==> src/rtl/serdes_word_aligner.sv <==
// -----------------------------------------------------------------------------
// serdes_word_aligner
//   Word-alignment stage behind an ISERDESE3, running on the divided clock.
//   Raw words have an arbitrary bit boundary. The block walks a bit offset
//   across a two-word window until TRAIN_PATTERN is seen LOCK_COUNT times in a
//   row. It then reports lock and keeps delivering aligned words.
//
//   Optional build macro:
//     SERDES_ALIGNER_BITREV_EN - bit-reverse din before it enters the window,
//                                for MSB-first sources.
//
//   Ports:
//     clk        in   divided clock (ISERDESE3 CLKDIV)
//     rst_n      in   asynchronous active-low reset
//     din        in   raw word, bit 0 earliest
//     din_valid  in   qualifies din
//     train_en   in   enables pattern checking; low freezes FSM and counters
//     realign    in   one-cycle pulse forcing a new search
//     dout       out  aligned word
//     dout_valid out  qualifies dout (din_valid delayed by one cycle)
//     locked     out  high while in LOCKED
//     offset     out  current bit offset into the window
//     sweep_fail out  sticky: a full offset sweep ended without lock
// -----------------------------------------------------------------------------
module serdes_word_aligner #(
  parameter int unsigned           DATA_WIDTH    = 8,
  parameter logic [DATA_WIDTH-1:0] TRAIN_PATTERN = 8'hF0,
  parameter int unsigned           LOCK_COUNT    = 16,
  parameter int unsigned           ERR_LIMIT     = 4
) (
  input  logic                          clk,
  input  logic                          rst_n,
  input  logic [DATA_WIDTH-1:0]         din,
  input  logic                          din_valid,
  input  logic                          train_en,
  input  logic                          realign,
  output logic [DATA_WIDTH-1:0]         dout,
  output logic                          dout_valid,
  output logic                          locked,
  output logic [$clog2(DATA_WIDTH)-1:0] offset,
  output logic                          sweep_fail
);

  localparam int unsigned OFF_W = $clog2(DATA_WIDTH);
  localparam int unsigned CNT_W = 8;

  typedef enum logic [1:0] {
    S_SEARCH,
    S_BLANK,
    S_VERIFY,
    S_LOCKED
  } state_e;

  // ---------------------------------------------------------------------------
  // Datapath
  // ---------------------------------------------------------------------------
  logic [DATA_WIDTH-1:0]   din_w;
  logic [2*DATA_WIDTH-1:0] window_w;
  logic [DATA_WIDTH-1:0]   prev_q;
  logic [DATA_WIDTH-1:0]   dout_q;
  logic                    dout_valid_q;

`ifdef SERDES_ALIGNER_BITREV_EN
  always_comb begin
    din_w = '0;
    for (int unsigned i = 0; i < DATA_WIDTH; i++) begin
      din_w[i] = din[DATA_WIDTH-1-i];
    end
  end
`else
  always_comb begin
    din_w = din;
  end
`endif

  // Bit 0 of the window is the oldest bit (from the previous word).
  always_comb begin
    window_w = {din_w, prev_q};
  end

  // ---------------------------------------------------------------------------
  // Alignment FSM and counters
  // ---------------------------------------------------------------------------
  state_e             state_q, state_d;
  logic [OFF_W-1:0]   offset_q, offset_d;
  logic [CNT_W-1:0]   match_cnt_q, match_cnt_d;
  logic [CNT_W-1:0]   err_cnt_q, err_cnt_d;
  logic [CNT_W-1:0]   slip_cnt_q, slip_cnt_d;
  logic               sweep_fail_q, sweep_fail_d;
  logic               word_w;
  logic               match_w;
  logic               slip_w;

  always_ff @(posedge clk or negedge rst_n) begin
    if (!rst_n) begin
      prev_q       <= '0;
      dout_q       <= '0;
      dout_valid_q <= 1'b0;
    end else begin
      dout_valid_q <= din_valid;
      if (din_valid) begin
        prev_q <= din_w;
        dout_q <= window_w[offset_q +: DATA_WIDTH];
      end
    end
  end

  // A word is a qualified output word while checking is enabled; the
  // comparison always uses the registered dout.
  always_comb begin
    word_w  = dout_valid_q & train_en;
    match_w = (dout_q == TRAIN_PATTERN);
  end

  always_comb begin
    state_d      = state_q;
    offset_d     = offset_q;
    match_cnt_d  = match_cnt_q;
    err_cnt_d    = err_cnt_q;
    slip_cnt_d   = slip_cnt_q;
    sweep_fail_d = sweep_fail_q;
    slip_w       = 1'b0;

    if (realign) begin
      // Offset is kept so a re-search starts from the last known position.
      state_d      = S_SEARCH;
      match_cnt_d  = '0;
      err_cnt_d    = '0;
      slip_cnt_d   = '0;
      sweep_fail_d = 1'b0;
    end else if (word_w) begin
      unique case (state_q)
        S_SEARCH: begin
          if (match_w) begin
            match_cnt_d = CNT_W'(1);
            if (match_cnt_d == CNT_W'(LOCK_COUNT)) begin
              state_d   = S_LOCKED;
              err_cnt_d = '0;
            end else begin
              state_d = S_VERIFY;
            end
          end else begin
            slip_w = 1'b1;
          end
        end
        S_BLANK: begin
          // This word was produced with the pre-slip offset.
          state_d = S_SEARCH;
        end
        S_VERIFY: begin
          if (match_w) begin
            match_cnt_d = match_cnt_q + CNT_W'(1);
            if (match_cnt_d == CNT_W'(LOCK_COUNT)) begin
              state_d   = S_LOCKED;
              err_cnt_d = '0;
            end
          end else begin
            slip_w = 1'b1;
          end
        end
        S_LOCKED: begin
          if (match_w) begin
            err_cnt_d = '0;
          end else begin
            err_cnt_d = err_cnt_q + CNT_W'(1);
            if (err_cnt_d == CNT_W'(ERR_LIMIT)) begin
              state_d     = S_SEARCH;
              err_cnt_d   = '0;
              match_cnt_d = '0;
            end
          end
        end
        default: state_d = S_SEARCH;
      endcase

      if (slip_w) begin
        state_d     = S_BLANK;
        match_cnt_d = '0;
        offset_d    = (offset_q == OFF_W'(DATA_WIDTH - 1)) ? '0 : offset_q + OFF_W'(1);
        if (slip_cnt_q == CNT_W'(DATA_WIDTH - 1)) begin
          slip_cnt_d   = '0;
          sweep_fail_d = 1'b1;
        end else begin
          slip_cnt_d = slip_cnt_q + CNT_W'(1);
        end
      end
    end
  end

  always_ff @(posedge clk or negedge rst_n) begin
    if (!rst_n) begin
      state_q      <= S_SEARCH;
      offset_q     <= '0;
      match_cnt_q  <= '0;
      err_cnt_q    <= '0;
      slip_cnt_q   <= '0;
      sweep_fail_q <= 1'b0;
    end else begin
      state_q      <= state_d;
      offset_q     <= offset_d;
      match_cnt_q  <= match_cnt_d;
      err_cnt_q    <= err_cnt_d;
      slip_cnt_q   <= slip_cnt_d;
      sweep_fail_q <= sweep_fail_d;
    end
  end

  // ---------------------------------------------------------------------------
  // Outputs
  // ---------------------------------------------------------------------------
  always_comb begin
    dout       = dout_q;
    dout_valid = dout_valid_q;
    locked     = (state_q == S_LOCKED);
    offset     = offset_q;
    sweep_fail = sweep_fail_q;
  end

endmodule
==> config.mk <==
export PLATFORM = sky130hd
export DESIGN_NAME = serdes_word_aligner
export DESIGN_NICKNAME = d
export VERILOG_FILES = /design/src/rtl/serdes_word_aligner.sv
export SDC_FILE = /design/constraint.sdc
export NUM_CORES = 1
export LEC_CHECK = 0
export ABC_AREA = 0
export CAP_MARGIN = 15
export CORE_MARGIN = 4
export CORE_UTILIZATION = 25
export CTS_CLUSTER_SIZE = 20
export DETAILED_ROUTE_END_ITERATION = 10
export PLACE_DENSITY = 0.47
export SYNTH_ARGS = -nofsm -noshare
export SYNTH_HDL_FRONTEND = slang
export SYNTH_SLANG_ARGS = --single-unit
==> constraint.sdc <==
create_clock -name clk -period 5.63 [get_ports clk]
set_input_delay 0.8445 -clock clk [delete_from_list [all_inputs] [get_ports clk]]
set_output_delay 0.8445 -clock clk [all_outputs]
set_load 0.02 [all_outputs]
==> flow_summary_export.csv, run 1 <==
group,metric,value,unit
logic_synthesis,yosysWarnings,0,
route,vias_per_cell,5.085,
critical_path,critPathBufInv,1,
power_and_ir_drop,p_switching,372.4,uW
route,vias,2212,
power_and_ir_drop,power.leakage,1.227,nW
route,routed_wl,6.422,mm
critical_path,required,5.84,ns
timing,worst-slew-pin-transition,1.010,ns
place,place.gp.congestion,0.7709,
power_and_ir_drop,combPwrFrac,34.3,%
run,drv_cap,0,
clock_tree,cts_setup_buffers,0,
cells_and_area,area_delta_synth_final,17.79,%
timing,drv_slew,0,
power_and_ir_drop,power_density,327.8,nW/um^2
power_and_ir_drop,ir_drop,0.0002746,V
timing,hold_viol_final,0,
timing,setup_viol,0,
logic_synthesis,yosysSeqAreaShare,42.65,%
route,drt-wirelength-per-cell,14.76,um
clock_tree,clk_path_buf_depth,2,
critical_path,cpPeakStageDelay,0.81,ns
critical_path,crit_slowest_cell,"a211oi_1",
floorplanning,num_io_pins,27,
logic_synthesis,yosys.cell_types.count,51,
cells_and_area,antenna_cells,0,
power_and_ir_drop,power,1.065,mW
global_route,grt_pass1_wl,11.31,mm
outcome,status,"complete, no violations",
place,dpl_cell_area,3149,um^2
global_route,gr-total-overflow,0,
global_route,grtUsageTotal,10.76,%
logic_synthesis,syn_inst,270,
cells_and_area,multi_input_area,1520,um^2
logic_synthesis,async_flop_share,100.0,%
floorplanning,rows,38,
logic_synthesis,synth_edf_count,0,
critical_path,startpoint_type,"input port",
route,drc,0,
place,port_buffers,26,
logic_synthesis,synth.avg_cell_area,10.21,um^2
critical_path,critical_path.endpoint_type,"register",
timing,fin_crit_sh,53.81,%
route,ant_nets,0,
floorplanning,chipWidth,113.0,um
cells_and_area,fill_cells,1149,
logic_synthesis,synth.cell_area,2758,um^2
timing,max_clock_freq,0.3301,GHz
global_route,grt_start_max_net_pins,48,
timing,finClkSkew,0.01481,ns
clock_tree,clk_pin_slew,0.10,ns
route,drtIter0Drc,69,
cells_and_area,fin_area,3248,um^2
cells_and_area,utilization,29.96,%
logic_synthesis,synth_ff_type,"dfrtp_1",
floorplanning,initial_core_util,25.44,%
global_route,antenna_found_initial,0,
floorplanning,fp.dieH,113.0,um
timing,whs,0.5185,ns
critical_path,critPathKind,"in2reg",
critical_path,critPathMaxFanout,18,
clock_tree,cts_resized,0,
clock_tree,cts_hold_buffers,0,
timing,period_minus_slack,3.029,ns
critical_path,critical-path-top-delay-family,"compound AO/OA/AOI/OAI gates",
clock_tree,cts_tree,"yes",
critical_path,path_cells,"clkdlybuf4s50_1 > nand3b_1 > a211oi_1 > or3b_1 > o211ai_1",
floorplanning,die_area,12770,um^2
cells_and_area,drive_gt1_share,11.19,%
cells_and_area,regArea,1176,um^2
power_and_ir_drop,p_clk_share,21.1,%
logic_synthesis,synth_top_area_cell,"dfrtp_1",
logic_synthesis,synth_top_area_share,42.65,%
logic_synthesis,synth.top_cells.by_area,"dfrtp_1 (43%), mux4_2 (6.5%), mux2i_1 (5.4%)",
clock_tree,cts-root-buf,"clkbuf_8",
critical_path,cp.arrival,3.24,ns
route,firstDrtPassIters,4,
power_and_ir_drop,swShare,34.98,%
global_route,grt_pass1_vias,2253,
place,hpwlAfterDp,4.665,mm
logic_synthesis,syn-num-nets,288,
timing,slew_headroom,32.29,%
logic_synthesis,synth_seq_cells,47,
logic_synthesis,yosysMostFrequentCell,"dfrtp_1",
clock_tree,cts_htree_levels,2,
cells_and_area,fin_nets,312,
clock_tree,cts.sinks,47,
timing,rsz0062_at_grt,"no",
timing,setup_tns,0,ns
clock_tree,cts_made_buffers,5,
power_and_ir_drop,p_int,692.2,uW
clock_tree,clkLatencyLatePin,0.30,ns
min_path,hold_class,"reg2reg",
logic_synthesis,synthTopCellsByCount,"dfrtp_1 (47), nand2_1 (26), a21oi_1 (20), nor2_1 (19), mux2i_1 (15)",
power_and_ir_drop,seqPwrFrac,44.6,%
floorplanning,core_area,10840,um^2
per-stage QoR:
stage / cells / worst slack (ns)
2_1_floorplan: 270 / 3.366
3_3_place_gp: 427 / 2.338
3_5_place_dp: 427 / 2.271
4_1_cts: 435 / 2.583
5_1_grt: 435 / 2.445
6_report: 435 / 2.601
worst paths after layout:
path                            from            end  slack, ns  cells after the start
setup / recovery             realign   err_cnt_q[7]       2.60                      5
hold / removal             prev_q[0]      prev_q[0]       0.52                      1
setup reg to reg             dout[1]   err_cnt_q[2]       3.44                      4
hold reg to reg            prev_q[0]      prev_q[0]       0.52                      1
max in group asynchronous      rst_n   err_cnt_q[1]       4.58                      2
min in group asynchronous      rst_n  slip_cnt_q[2]       0.63                      2
registers in the layout, summed over array words and instances (netlist names):
name         count
dout             8
dout_valid       1
err_cnt_q        8
match_cnt_q      8
offset           3
prev_q           8
slip_cnt_q       8
state_q          2
sweep_fail       1
metal layers:
layer	track usage [%]	vias to the layer above	wire length (um)
li1	-	1077	-
met1	14.89	1097	3075
met2	17.54	34	3123
met3	2.032	4	181
met4	2.404	0	43
met5	0	-	0
kinds of logic (layout without fill, tap and decap cells):
family          Yosys count  after routing  share of synthesized area [%]
flops                    47             47                          42.65
buf+inv                  14             39                          2.223
simple gates             97             97                          18.56
fa+ha+maj                 5              5                          2.269
xor+xnor                  4              4                          1.271
mux                      34             34                          16.47
compound gates           69             69                          16.56
layout make-up:
type,instances,area share (%)
Tap cell,140,5.393
Clock inverter,2,0.5008
Timing Repair Buffer,27,8.089
Multi-Input combinational cell,209,46.80
Sequential cell,47,36.21
Clock buffer,6,2.542
Inverter,4,0.4622
power groups by stage:
| stage | clock network [mW] | registers (mW) | logic [mW] |
|---|---|---|---|
| floorplan | 0 | 0.476 | 0.236 |
| global placement | 0 | 0.482 | 0.367 |
| detailed placement | 0 | 0.484 | 0.369 |
| CTS | 0.236 | 0.477 | 0.372 |
| global route | 0.253 | 0.490 | 0.402 |
| finish | 0.225 | 0.474 | 0.365 |
cells in the final DEF, fill, tap and decap left out, types with 2 or more instances in the layout:
cell | Yosys | routed
and3_1 | 4 | 4
mux2_2 | 11 | 11
a41oi_1 | 3 | 3
nand3b_1 | 4 | 4
ha_1 | 5 | 5
a21oi_1 | 20 | 20
and2_1 | 3 | 3
nand2b_1 | 7 | 7
nand4_1 | 2 | 2
o211ai_1 | 4 | 4
nor4_1 | 3 | 3
inv_1 | 4 | 4
a22oi_1 | 4 | 4
nor2_1 | 19 | 19
xor2_1 | 2 | 2
o2bb2ai_1 | 3 | 3
a31oi_1 | 6 | 6
clkdlybuf4s50_1 | 0 | 25
or3_1 | 5 | 5
a311oi_1 | 2 | 2
mux2i_1 | 15 | 15
xnor2_1 | 2 | 2
dfrtp_1 | 47 | 47
or4_4 | 2 | 2
clkbuf_8 | 0 | 6
nand3_1 | 9 | 9
mux4_2 | 8 | 8
nor3_1 | 6 | 6
nand2_1 | 26 | 26
o21ai_0 | 12 | 12
o21a_1 | 3 | 3
(Power assumes the default switching activity.)
==> inputs of run 2 (changes only) <==
==> constraint.sdc (replaced) <==
create_clock -name clk -period 2.95 [get_ports clk]
set_input_delay 0.4425 -clock clk [delete_from_list [all_inputs] [get_ports clk]]
set_output_delay 0.4425 -clock clk [all_outputs]
set_load 0.02 [all_outputs]
==> run 2 against run 1 <==
Register-to-register slack worse by 2.7 ns. Non-clock buffer count increased by 5. Clock power grew 120%. Sequential share of layout area fell by 0.56 points. Critical endpoint is now match_cnt_q[7]. Largest cell class unchanged. Highest routed layer unchanged.
==> flow_summary_export.csv, run 2 (synthesis results as in run 1) <==
group,metric,value,unit
critical_path,startpoint_type,"register",
floorplanning,fp.dieH,113.0,um
timing,max_clock_freq,0.4627,GHz
cells_and_area,antenna_cells,0,
critical_path,critPathBufInv,0,
power_and_ir_drop,seqPwrFrac,41.1,%
floorplanning,initial_core_util,25.44,%
clock_tree,clk_path_buf_depth,2,
route,drtIter0Drc,75,
critical_path,crit_slowest_cell,"nor4_1",
route,firstDrtPassIters,4,
route,vias_per_cell,5.025,
place,hpwlAfterDp,4.826,mm
power_and_ir_drop,p_int,1.393,mW
place,port_buffers,26,
clock_tree,cts-root-buf,"clkbuf_8",
floorplanning,num_io_pins,27,
global_route,grt_pass1_wl,11.56,mm
clock_tree,cts_setup_buffers,0,
power_and_ir_drop,combPwrFrac,35.8,%
global_route,grtUsageTotal,10.97,%
cells_and_area,final_common_cell,"dfrtp_1",
cells_and_area,fill_cells,1160,
power_and_ir_drop,power.leakage,1.263,nW
critical_path,cp.arrival,2.40,ns
power_and_ir_drop,power,2.116,mW
timing,worst-slew-pin-transition,0.7536,ns
floorplanning,die_area,12770,um^2
cells_and_area,final_cell_mix,"dfrtp_1 (47), nand2_1 (26), clkdlybuf4s50_1 (25)",
clock_tree,cts_resized,0,
timing,setup_tns,0,ns
global_route,gr-total-overflow,0,
critical_path,required,3.19,ns
clock_tree,clkLatencyLatePin,0.31,ns
power_and_ir_drop,p_clk_share,23.1,%
timing,hold_viol_final,0,
timing,rsz0062_at_grt,"no",
critical_path,critPathKind,"reg2reg",
outcome,status,"complete, no violations",
timing,fin_crit_sh,73.27,%
critical_path,critPathMaxFanout,8,
power_and_ir_drop,power_density,641.4,nW/um^2
min_path,hold_class,"in2async",
run,drv_cap,0,
critical_path,critical_path.endpoint_type,"register",
clock_tree,cts_hold_buffers,0,
cells_and_area,regArea,1176,um^2
global_route,grt_pass1_vias,2310,
critical_path,path_cells,"or4_4 > nor4_1 > a41oi_1 > a31oi_1",
clock_tree,cts.sinks,47,
clock_tree,clk_pin_slew,0.10,ns
floorplanning,chipWidth,113.0,um
power_and_ir_drop,ir_drop,0.0005483,V
critical_path,critical-path-top-delay-family,"simple AND/OR/NAND/NOR gates",
cells_and_area,fin_nets,317,
place,place.gp.congestion,0.7951,
clock_tree,cts_htree_levels,2,
critical_path,cpPeakStageDelay,0.69,ns
route,routed_wl,6.587,mm
route,vias,2211,
timing,slew_headroom,49.29,%
timing,period_minus_slack,2.161,ns
place,dpl_cell_area,3187,um^2
route,ant_nets,0,
timing,drv_slew,0,
clock_tree,cts_made_buffers,5,
power_and_ir_drop,p_switching,723.6,uW
cells_and_area,drive_gt1_share,12.67,%
floorplanning,rows,38,
cells_and_area,multi_input_area,1520,um^2
floorplanning,core_area,10840,um^2
route,drt-wirelength-per-cell,14.97,um
clock_tree,cts_tree,"yes",
cells_and_area,area_delta_synth_final,19.65,%
timing,finClkSkew,0.01599,ns
cells_and_area,fin_area,3299,um^2
route,drc,0,
global_route,grt_start_max_net_pins,30,
power_and_ir_drop,swShare,34.19,%
global_route,antenna_found_initial,0,
timing,setup_viol,0,
[run 2: changes by cell type in the layout (fill, tap and decap cells not counted), sizes merged]
cell	change
buf	+5
clkinv	+1
clkbuf	-1
clkinvlp	-1
bufinv	+1
[run 2: final timing paths]
path,to,cells after the start,slack [ns],start
max in group asynchronous,err_cnt_q[3],2,2.12,rst_n
max,match_cnt_q[7],4,0.79,dout[1]
min in group clk,prev_q[0],1,0.52,prev_q[0]
max reg2reg,match_cnt_q[7],4,0.79,dout[1]
min,slip_cnt_q[6],1,0.07,rst_n
min reg2reg,prev_q[0],1,0.52,prev_q[0]
[run 2: layer usage]
| metal | GRT usage, % | vias up | part of all wire, % |
|---|---|---|---|
| li1 | - | 1088 | - |
| met2 | 17.73 | 35 | 47 |
| met1 | 15.08 | 1083 | 50 |
| met3 | 2.139 | 5 | 2.6 |
| met4 | 2.885 | 0 | 0.77 |
| met5 | 0 | - | 0 |
[run 2: layout make-up]
type                            count  area share, %
Tap cell                          140          5.309
Timing Repair Buffer               32          9.101
Sequential cell                    47          35.65
Clock inverter                      3          1.327
Clock buffer                        5          2.086
Multi-Input combinational cell    209          46.08
Inverter                            4         0.4551
[run 2: metrics by stage]
| stage | setup WS [ns] | utilization [%] | cells | hold WS [ns] |
|---|---|---|---|---|
| after floorplan | 0.7523 | - | 270 | 0.1469 |
| after global placement | 0.5756 | 29.40 | 432 | 0.4286 |
| after detailed placement | 0.5246 | 29.40 | 432 | 0.4216 |
| after CTS | 0.7655 | 30.44 | 440 | 0.07908 |
| after global routing | 0.6621 | 30.44 | 440 | 0.08544 |
| final | 0.7886 | 30.44 | 440 | 0.06833 |
[run 2: power by group through the flow]
stage | Clock [mW] | Sequential, mW | Combinational, mW
CTS | 0.509 | 0.874 | 0.770
floorplan | 0 | 0.908 | 0.450
global route | 0.535 | 0.898 | 0.828
global placement | 0 | 0.880 | 0.760
detailed placement | 0 | 0.885 | 0.766
finish | 0.489 | 0.870 | 0.757
